## config.mk

```make
export PLATFORM = sky130hd
export DESIGN_NAME = maint_req_scheduler
export DESIGN_NICKNAME = d
export VERILOG_FILES = /design/src/rtl/maint_req_scheduler_pkg.sv /design/src/rtl/maint_req_scheduler_prio_sel.sv /design/src/rtl/maint_req_scheduler.sv
export SDC_FILE = /design/constraint.sdc
export NUM_CORES = 1
export LEC_CHECK = 0
export CAP_MARGIN = 20
export CORE_MARGIN = 1
export CORE_UTILIZATION = 44
export CTS_CLUSTER_DIAMETER = 200
export CTS_CLUSTER_SIZE = 28
export DETAILED_ROUTE_END_ITERATION = 10
export GPL_TIMING_DRIVEN = 0
export PLACE_DENSITY = 0.75
export SLEW_MARGIN = 5
export SYNTH_ARGS = -nofsm -noshare
export SYNTH_HDL_FRONTEND = slang
export SYNTH_HIERARCHICAL = 1
export SYNTH_SLANG_ARGS = --single-unit
```

## constraint.sdc

```tcl
create_clock -name clk -period 2.4 [get_ports clk]
set_input_delay 0.48 -clock clk [delete_from_list [all_inputs] [get_ports clk]]
set_output_delay 0.48 -clock clk [all_outputs]
set_load 0.03 [all_outputs]
```

## src/rtl/maint_req_scheduler_pkg.sv

```systemverilog
// -----------------------------------------------------------------------------
// maint_req_scheduler_pkg
// Shared maintenance package: grant type encodings, scheduler FSM state
// encoding, default refresh postponement limit and pending-vector bit indices.
// Imported by maint_req_scheduler, maint_prio_sel and maint_handler.
// No ports (package).
// -----------------------------------------------------------------------------
package maint_req_scheduler_pkg;

  // Default number of auto-refreshes that may be postponed before a forced grant
  localparam int MAINT_MAX_POSTPONE = 8;
  localparam int MAINT_CNT_WIDTH    = 4;

  // Maintenance operation handed to the instruction generator
  typedef enum logic [1:0] {
    GT_AREF = 2'd0,
    GT_ZQ   = 2'd1,
    GT_PRRD = 2'd2
  } grant_type_e;

  // Scheduler FSM states
  typedef enum logic [1:0] {
    ST_IDLE  = 2'd0,
    ST_GRANT = 2'd1,
    ST_ISSUE = 2'd2
  } maint_state_e;

  // Bit positions inside the pending vector fed to the priority selector
  localparam int PEND_AREF = 0;
  localparam int PEND_ZQ   = 1;
  localparam int PEND_PRRD = 2;

endpackage

```

## src/rtl/maint_req_scheduler_prio_sel.sv

```systemverilog
// -----------------------------------------------------------------------------
// maint_prio_sel
// Combinational fixed-priority selector for pending maintenance work.
// Priority: urgent AREF, ZQ, PRRD, non-urgent AREF.
// Ports:
//   pend_vec  in  [2:0]  pending work, indexed by PEND_AREF/PEND_ZQ/PEND_PRRD
//   urgent    in         AREF credit counter has reached its postpone limit
//   sel_valid out        some request is pending
//   sel_type  out        winning grant type (GT_AREF when nothing pending)
// -----------------------------------------------------------------------------
module maint_prio_sel
  import maint_req_scheduler_pkg::*;
(
  input  logic [2:0]  pend_vec,
  input  logic        urgent,
  output logic        sel_valid,
  output grant_type_e sel_type
);

  // An urgent refresh outranks everything; a merely pending refresh is
  // the lowest priority so that calibration work is not starved.
  always_comb begin
    sel_valid = 1'b0;
    sel_type  = GT_AREF;
    if (urgent) begin
      sel_valid = 1'b1;
      sel_type  = GT_AREF;
    end else if (pend_vec[PEND_ZQ]) begin
      sel_valid = 1'b1;
      sel_type  = GT_ZQ;
    end else if (pend_vec[PEND_PRRD]) begin
      sel_valid = 1'b1;
      sel_type  = GT_PRRD;
    end else if (pend_vec[PEND_AREF]) begin
      sel_valid = 1'b1;
      sel_type  = GT_AREF;
    end
  end

endmodule

```

## src/rtl/maint_req_scheduler.sv

```systemverilog
// -----------------------------------------------------------------------------
// maint_req_scheduler
// Collects auto-refresh, ZQ calibration and periodic-read requests from the
// maintenance timer, arbitrates them and hands one at a time to the
// maintenance instruction generator over a valid/ack handshake.
// Optional feature macro: MAINT_ZQ_SCHED_EN (ZQ scheduling; when undefined
// zq_req is ignored and zq_ack is tied low).
// Parameters:
//   MAX_POSTPONE  outstanding AREFs that force a grant
//   CNT_WIDTH     credit counter width, 2**CNT_WIDTH must exceed MAX_POSTPONE
// Ports:
//   clk, rst                    clock, synchronous active-high reset
//   autoref_req/zq_req/pr_rd_req  request pulses from the timer
//   dispatcher_busy             host sequence owns the command bus
//   grant_valid/grant_type/grant_ack  handshake to the instruction generator
//   grant_done                  granted sequence finished issuing
//   autoref_ack/zq_ack/pr_rd_ack  completion pulses back to the timer
//   aref_pending/aref_urgent/aref_overflow  refresh credit status
// -----------------------------------------------------------------------------
module maint_req_scheduler
  import maint_req_scheduler_pkg::*;
#(
  parameter int MAX_POSTPONE = MAINT_MAX_POSTPONE,
  parameter int CNT_WIDTH    = MAINT_CNT_WIDTH
) (
  input  logic                 clk,
  input  logic                 rst,
  input  logic                 autoref_req,
  input  logic                 zq_req,
  input  logic                 pr_rd_req,
  input  logic                 dispatcher_busy,
  output logic                 grant_valid,
  output logic [1:0]           grant_type,
  input  logic                 grant_ack,
  input  logic                 grant_done,
  output logic                 autoref_ack,
  output logic                 zq_ack,
  output logic                 pr_rd_ack,
  output logic [CNT_WIDTH-1:0] aref_pending,
  output logic                 aref_urgent,
  output logic                 aref_overflow
);

  localparam logic [CNT_WIDTH-1:0] MAX_CNT = CNT_WIDTH'(MAX_POSTPONE);

  maint_state_e          state;
  maint_state_e          state_nxt;
  grant_type_e           win_type;
  grant_type_e           sel_type;
  logic                  sel_valid;
  logic [CNT_WIDTH-1:0]  aref_cnt;
  logic                  zq_pend;
  logic                  prrd_pend;
  logic                  start;
  logic                  accept;
  logic                  finish;
  logic                  aref_done;

  maint_prio_sel u_prio_sel (
    .pend_vec  ({prrd_pend, zq_pend, (aref_cnt != '0)}),
    .urgent    (aref_urgent),
    .sel_valid (sel_valid),
    .sel_type  (sel_type)
  );

  // A busy command bus only holds back non-urgent work
  assign start     = (state == ST_IDLE) && sel_valid && (aref_urgent || !dispatcher_busy);
  assign accept    = (state == ST_GRANT) && grant_ack;
  assign finish    = (state == ST_ISSUE) && grant_done;
  assign aref_done = finish && (win_type == GT_AREF);

  assign aref_pending = aref_cnt;
  assign aref_urgent  = (aref_cnt == MAX_CNT);
  assign grant_valid  = (state == ST_GRANT);
  assign grant_type   = grant_valid ? win_type : GT_AREF;

  // State register
  always_ff @(posedge clk) begin
    if (rst) state <= ST_IDLE;
    else     state <= state_nxt;
  end

  // Next-state logic: ack and done are only honoured in their own state
  always_comb begin
    state_nxt = state;
    case (state)
      ST_IDLE:  if (start)  state_nxt = ST_GRANT;
      ST_GRANT: if (accept) state_nxt = ST_ISSUE;
      ST_ISSUE: if (finish) state_nxt = ST_IDLE;
      default:  state_nxt = ST_IDLE;
    endcase
  end

  // Winner is frozen when leaving IDLE so later requests cannot pre-empt it
  always_ff @(posedge clk) begin
    if (rst)        win_type <= GT_AREF;
    else if (start) win_type <= sel_type;
  end

  // Refresh credits: simultaneous request and completion cancel out;
  // a request that finds the counter full is lost and flagged for good
  always_ff @(posedge clk) begin
    if (rst) begin
      aref_cnt      <= '0;
      aref_overflow <= 1'b0;
    end else begin
      case ({autoref_req, aref_done})
        2'b10: begin
          if (aref_cnt == MAX_CNT) aref_overflow <= 1'b1;
          else                     aref_cnt      <= aref_cnt + 1'b1;
        end
        2'b01:   aref_cnt <= aref_cnt - 1'b1;
        default: ;
      endcase
    end
  end

  // PRRD flag: a request in the completion cycle keeps the flag set
  always_ff @(posedge clk) begin
    if (rst) begin
      prrd_pend   <= 1'b0;
      autoref_ack <= 1'b0;
      pr_rd_ack   <= 1'b0;
    end else begin
      prrd_pend   <= pr_rd_req || (prrd_pend && !(finish && (win_type == GT_PRRD)));
      autoref_ack <= aref_done;
      pr_rd_ack   <= finish && (win_type == GT_PRRD);
    end
  end

`ifdef MAINT_ZQ_SCHED_EN
  // ZQ flag behaves like the PRRD flag
  always_ff @(posedge clk) begin
    if (rst) begin
      zq_pend <= 1'b0;
      zq_ack  <= 1'b0;
    end else begin
      zq_pend <= zq_req || (zq_pend && !(finish && (win_type == GT_ZQ)));
      zq_ack  <= finish && (win_type == GT_ZQ);
    end
  end
`else
  logic unused_zq_req;
  assign unused_zq_req = zq_req;
  assign zq_pend       = 1'b0;
  assign zq_ack        = 1'b0;
`endif

endmodule

```

==> metrics.md, run 1 <==
| Metric | Value |
|---|---|
| Post-layout minimum cycle time | 2.31 ns |
| Hold Violations, Final | 0 |
| RSZ-0062 raised after global routing | no |
| Post-synth top flop | dfxtp_1 |
| First-pass GRT wire length | 1.92 mm |
| Status | complete, no violations |
| Inst Count DP | 104 |
| Peak VDD IR | 0.471 mV |
| Placed inst area | 828 um^2 |
| P_sw | 130 uW |
| Core area | 1320 um^2 |
| Finished Layout Cells | 108 |
| Die Y-Extent | 39.8 um |
| Port buffer count | 17 |
| Reg-to-Reg End | aref_pending[2] |
| Clk Latency, worst-skew pair | 0.27 ns |
| # diodes | 0 |
| CP peak stage delay | 0.50 ns |
| TritonCTS Buffers | 3 |
| Final WL | 1.21 mm |
| Final core utilization | 66.2% |
| Internal Power | 353 uW |
| Half-perimeter wire length after detailed placement | 931 um |
| H-tree depth | 1 |
| Drt pass-1 iters | 4 |
| Reg2reg path depth | 6 |
| Initial Util | 47.7% |
| Avg WL per Cell | 11.2 um |
| Count of unique library cells instantiated by Yosys | 33 |
| # rows | 13 |
| Vias | 560 |
| Seq/Total Area, Yosys | 38.2% |
| Placer Congestion | 0.722 |
| IO Pins | 20 |
| CP startpoint | grant_done |
| Number of max-cap violations | 0 |
| DIE AREA | 1580 um^2 |
| Gr ovfl total | 0 |
| Area grow syn2layout | 38.8% |
| Type of element launching the critical path | input port |
| Register share of total power | 46.7% |
| Req. time, crit path | 2.56 ns |
| Yosys reg bits | 12 |
| Clock Power Share | 33.1% |
| Routed Antenna Nets | 0 |
| Worst Setup End Kind | flip-flop |
| Lkg Pwr | 0.000361 uW |
| Kind of critical path | input port to flip-flop |
| # setup viols final | 0 |
| Power Density | 553 nW/um^2 |
| Initial antenna violation count | 0 |
| EDFF count, synth | 0 |
| Footprint of the multi-input gates | 380 um^2 |
| Combinational share of power | 20.2% |
| Clock skew | 0.00237 ns |
| Number of DRC markers in iteration 0 | 17 |
| Num Clock Sinks | 12 |
| Synth async-reset ratio | 0% |
| CTS tree | built |
| Total track usage | 19.0% |
| NumNets Final | 103 |
| Mapped cell area | 628 um^2 |
| Worst EP arrival | 2.47 ns |
| Worst path cell trace | clkdlybuf4s50_1 > nand4bb_1 > or3_4 > xnor2_1 > ha_1 > o31a_2 > mux2_2 |
| Max Slew Vio Count | 0 |
| Pin count of the biggest net entering global routing | 11 |
| Net Sw Frac | 26.9% |
| Design area | 872 um^2 |
| CP top delay family | simple AND/OR/NAND/NOR gates |
| Vias per cell | 5.19 |
| Setup bufs post-CTS | 0 |
| Share of cells above drive strength 1 | 16.1% |
| Die W | 39.8 um |
| Buffer and inverter count on the worst path | 1 |
| Total Power | 482 uW |
| CTS clk-pin slew, worst paths | 0.08 ns |
| Fmax | 0.434 GHz |
| Slowest cell on crit path | clkdlybuf4s50_1 |
| Worst Hold Class | flip-flop to flip-flop |
| Flop-to-flop setup slack | 0.31 ns |
| Clock Path Buffers | 2 |
| Clk root buf | clkbuf_4 |
| Final worst-path cycle share | 96.1% |
| DRC | 0 |
| Cells after Synth | 69 |
| Vias in the first global route | 460 |
| Fillcell total | 110 |
| Avg Inst Size Synth | 9.10 um^2 |
| Synth warn | 6 |
| CP max FO | 5 |
| Register area | 240 um^2 |
| Worst r2r src | state[1] |
| Critical path depth in cells | 7 |
| Critical Path Sink | aref_pending[2] |
[Yosys cell counts (2+ instances only)]
cell | n | area share (%)
inv_1 | 4 | 2.4
nand2b_1 | 2 | 2.0
a21oi_1 | 2 | 1.6
o21ai_0 | 2 | 1.6
dfxtp_1 | 12 | 38
nor2_1 | 12 | 7.2
and2_1 | 2 | 2.0
mux2i_1 | 2 | 3.2
nor2b_1 | 5 | 5.0
mux2_2 | 3 | 5.4
[cell families after synthesis]
group,Yosys count,synth area share [%]
mux,5,8.57
buf+inv,6,4.18
xor+xnor,1,1.39
compound gates,11,15.3
other cells,1,0.597
flops,12,38.2
fa+ha+maj,1,1.99
simple gates,32,29.7
[through the flow]
stage          TNS [ns]  hold slack [ns]  setup WS, ns
6_report              0            0.477        0.0938
3_3_place_gp     -0.200            0.460        -0.200
2_1_floorplan         0            0.458         0.201
3_5_place_dp     -0.207            0.471        -0.207
4_1_cts               0            0.491        0.0612
5_1_grt               0            0.509        0.0128
[metal layers]
layer	up-vias	GRT usage, %	share of wire [%]
met5	-	0	0
met4	0	12.9	1.2
met3	2	5.11	4.5
met2	15	27.9	43
met1	252	23.6	51
li1	291	-	-
[worst register-to-register path: stages, from the launching register on]
cell	delay [ns]
dfxtp_1	0.46
nand4bb_1	0.18
or3_4	0.39
xnor2_1	0.14
ha_1	0.21
o31a_2	0.33
mux2_2	0.27
[flip-flops by register name (all words and copies together), names as in the netlist]
signal and cells:
win_type 2, pr_rd_ack 1, aref_pending 4, state 2
prrd_pend 1, aref_overflow 1, autoref_ack 1
[layout by cell type, fill, tap and decap left out, types with 2 or more instances in the layout]
cell             Yosys  layout
a21oi_1              2       2
and2_1               2       2
clkbuf_4             0       3
clkdlybuf4s50_1      0      16
conb_1               1       4
dfxtp_1             12      12
inv_1                4       4
mux2_2               3       3
mux2i_1              2       2
nand2b_1             2       2
nor2_1              12      12
nor2b_1              5       4
o21ai_0              2       2
[worst min path at each step]
stage	start	slack, ns	end	depth (start not counted)
floorplan	prrd_pend	0.46	prrd_pend	2
global placement	aref_overflow	0.46	aref_overflow	2
detailed placement	aref_overflow	0.47	aref_overflow	2
CTS	aref_overflow	0.49	aref_overflow	2
global route	aref_overflow	0.51	aref_overflow	2
finish	aref_overflow	0.48	aref_overflow	2
[area by class of cell]
type                    instances  share of cell area, %
plain buffers                   2                   1.29
inverters                       4                   1.72
clock buffers                   4                   4.16
multi-input cells              54                   43.6
flip-flops and latches         12                   27.5
repair buffers                 17                   19.5
well taps                      15                   2.15
[power groups by stage]
stage / combinational (uW) / clock [uW] / sequential [uW]
3_3_place_gp: 95.7 / 0 / 229
6_report: 97.6 / 159 / 225
3_5_place_dp: 97.4 / 0 / 229
2_1_floorplan: 55.3 / 0 / 235
5_1_grt: 106 / 174 / 228
4_1_cts: 97.6 / 171 / 225
[repair_timing]
| item | 4_1_cts | 5_1_grt |
|---|---|---|
| endpoints found under the setup margin | 1 | 4 |
| hold buffers | 0 | 0 |
| resized for setup | 1 | 3 |
Note: power is estimated with default switching activity, not from simulation.
==> inputs of run 2 (changes only) <==
Settings changed: TNS_END_PERCENT set to 100.
==> results of run 2 <==
The final DEF is identical to that of run 1; final timing and power are the same.
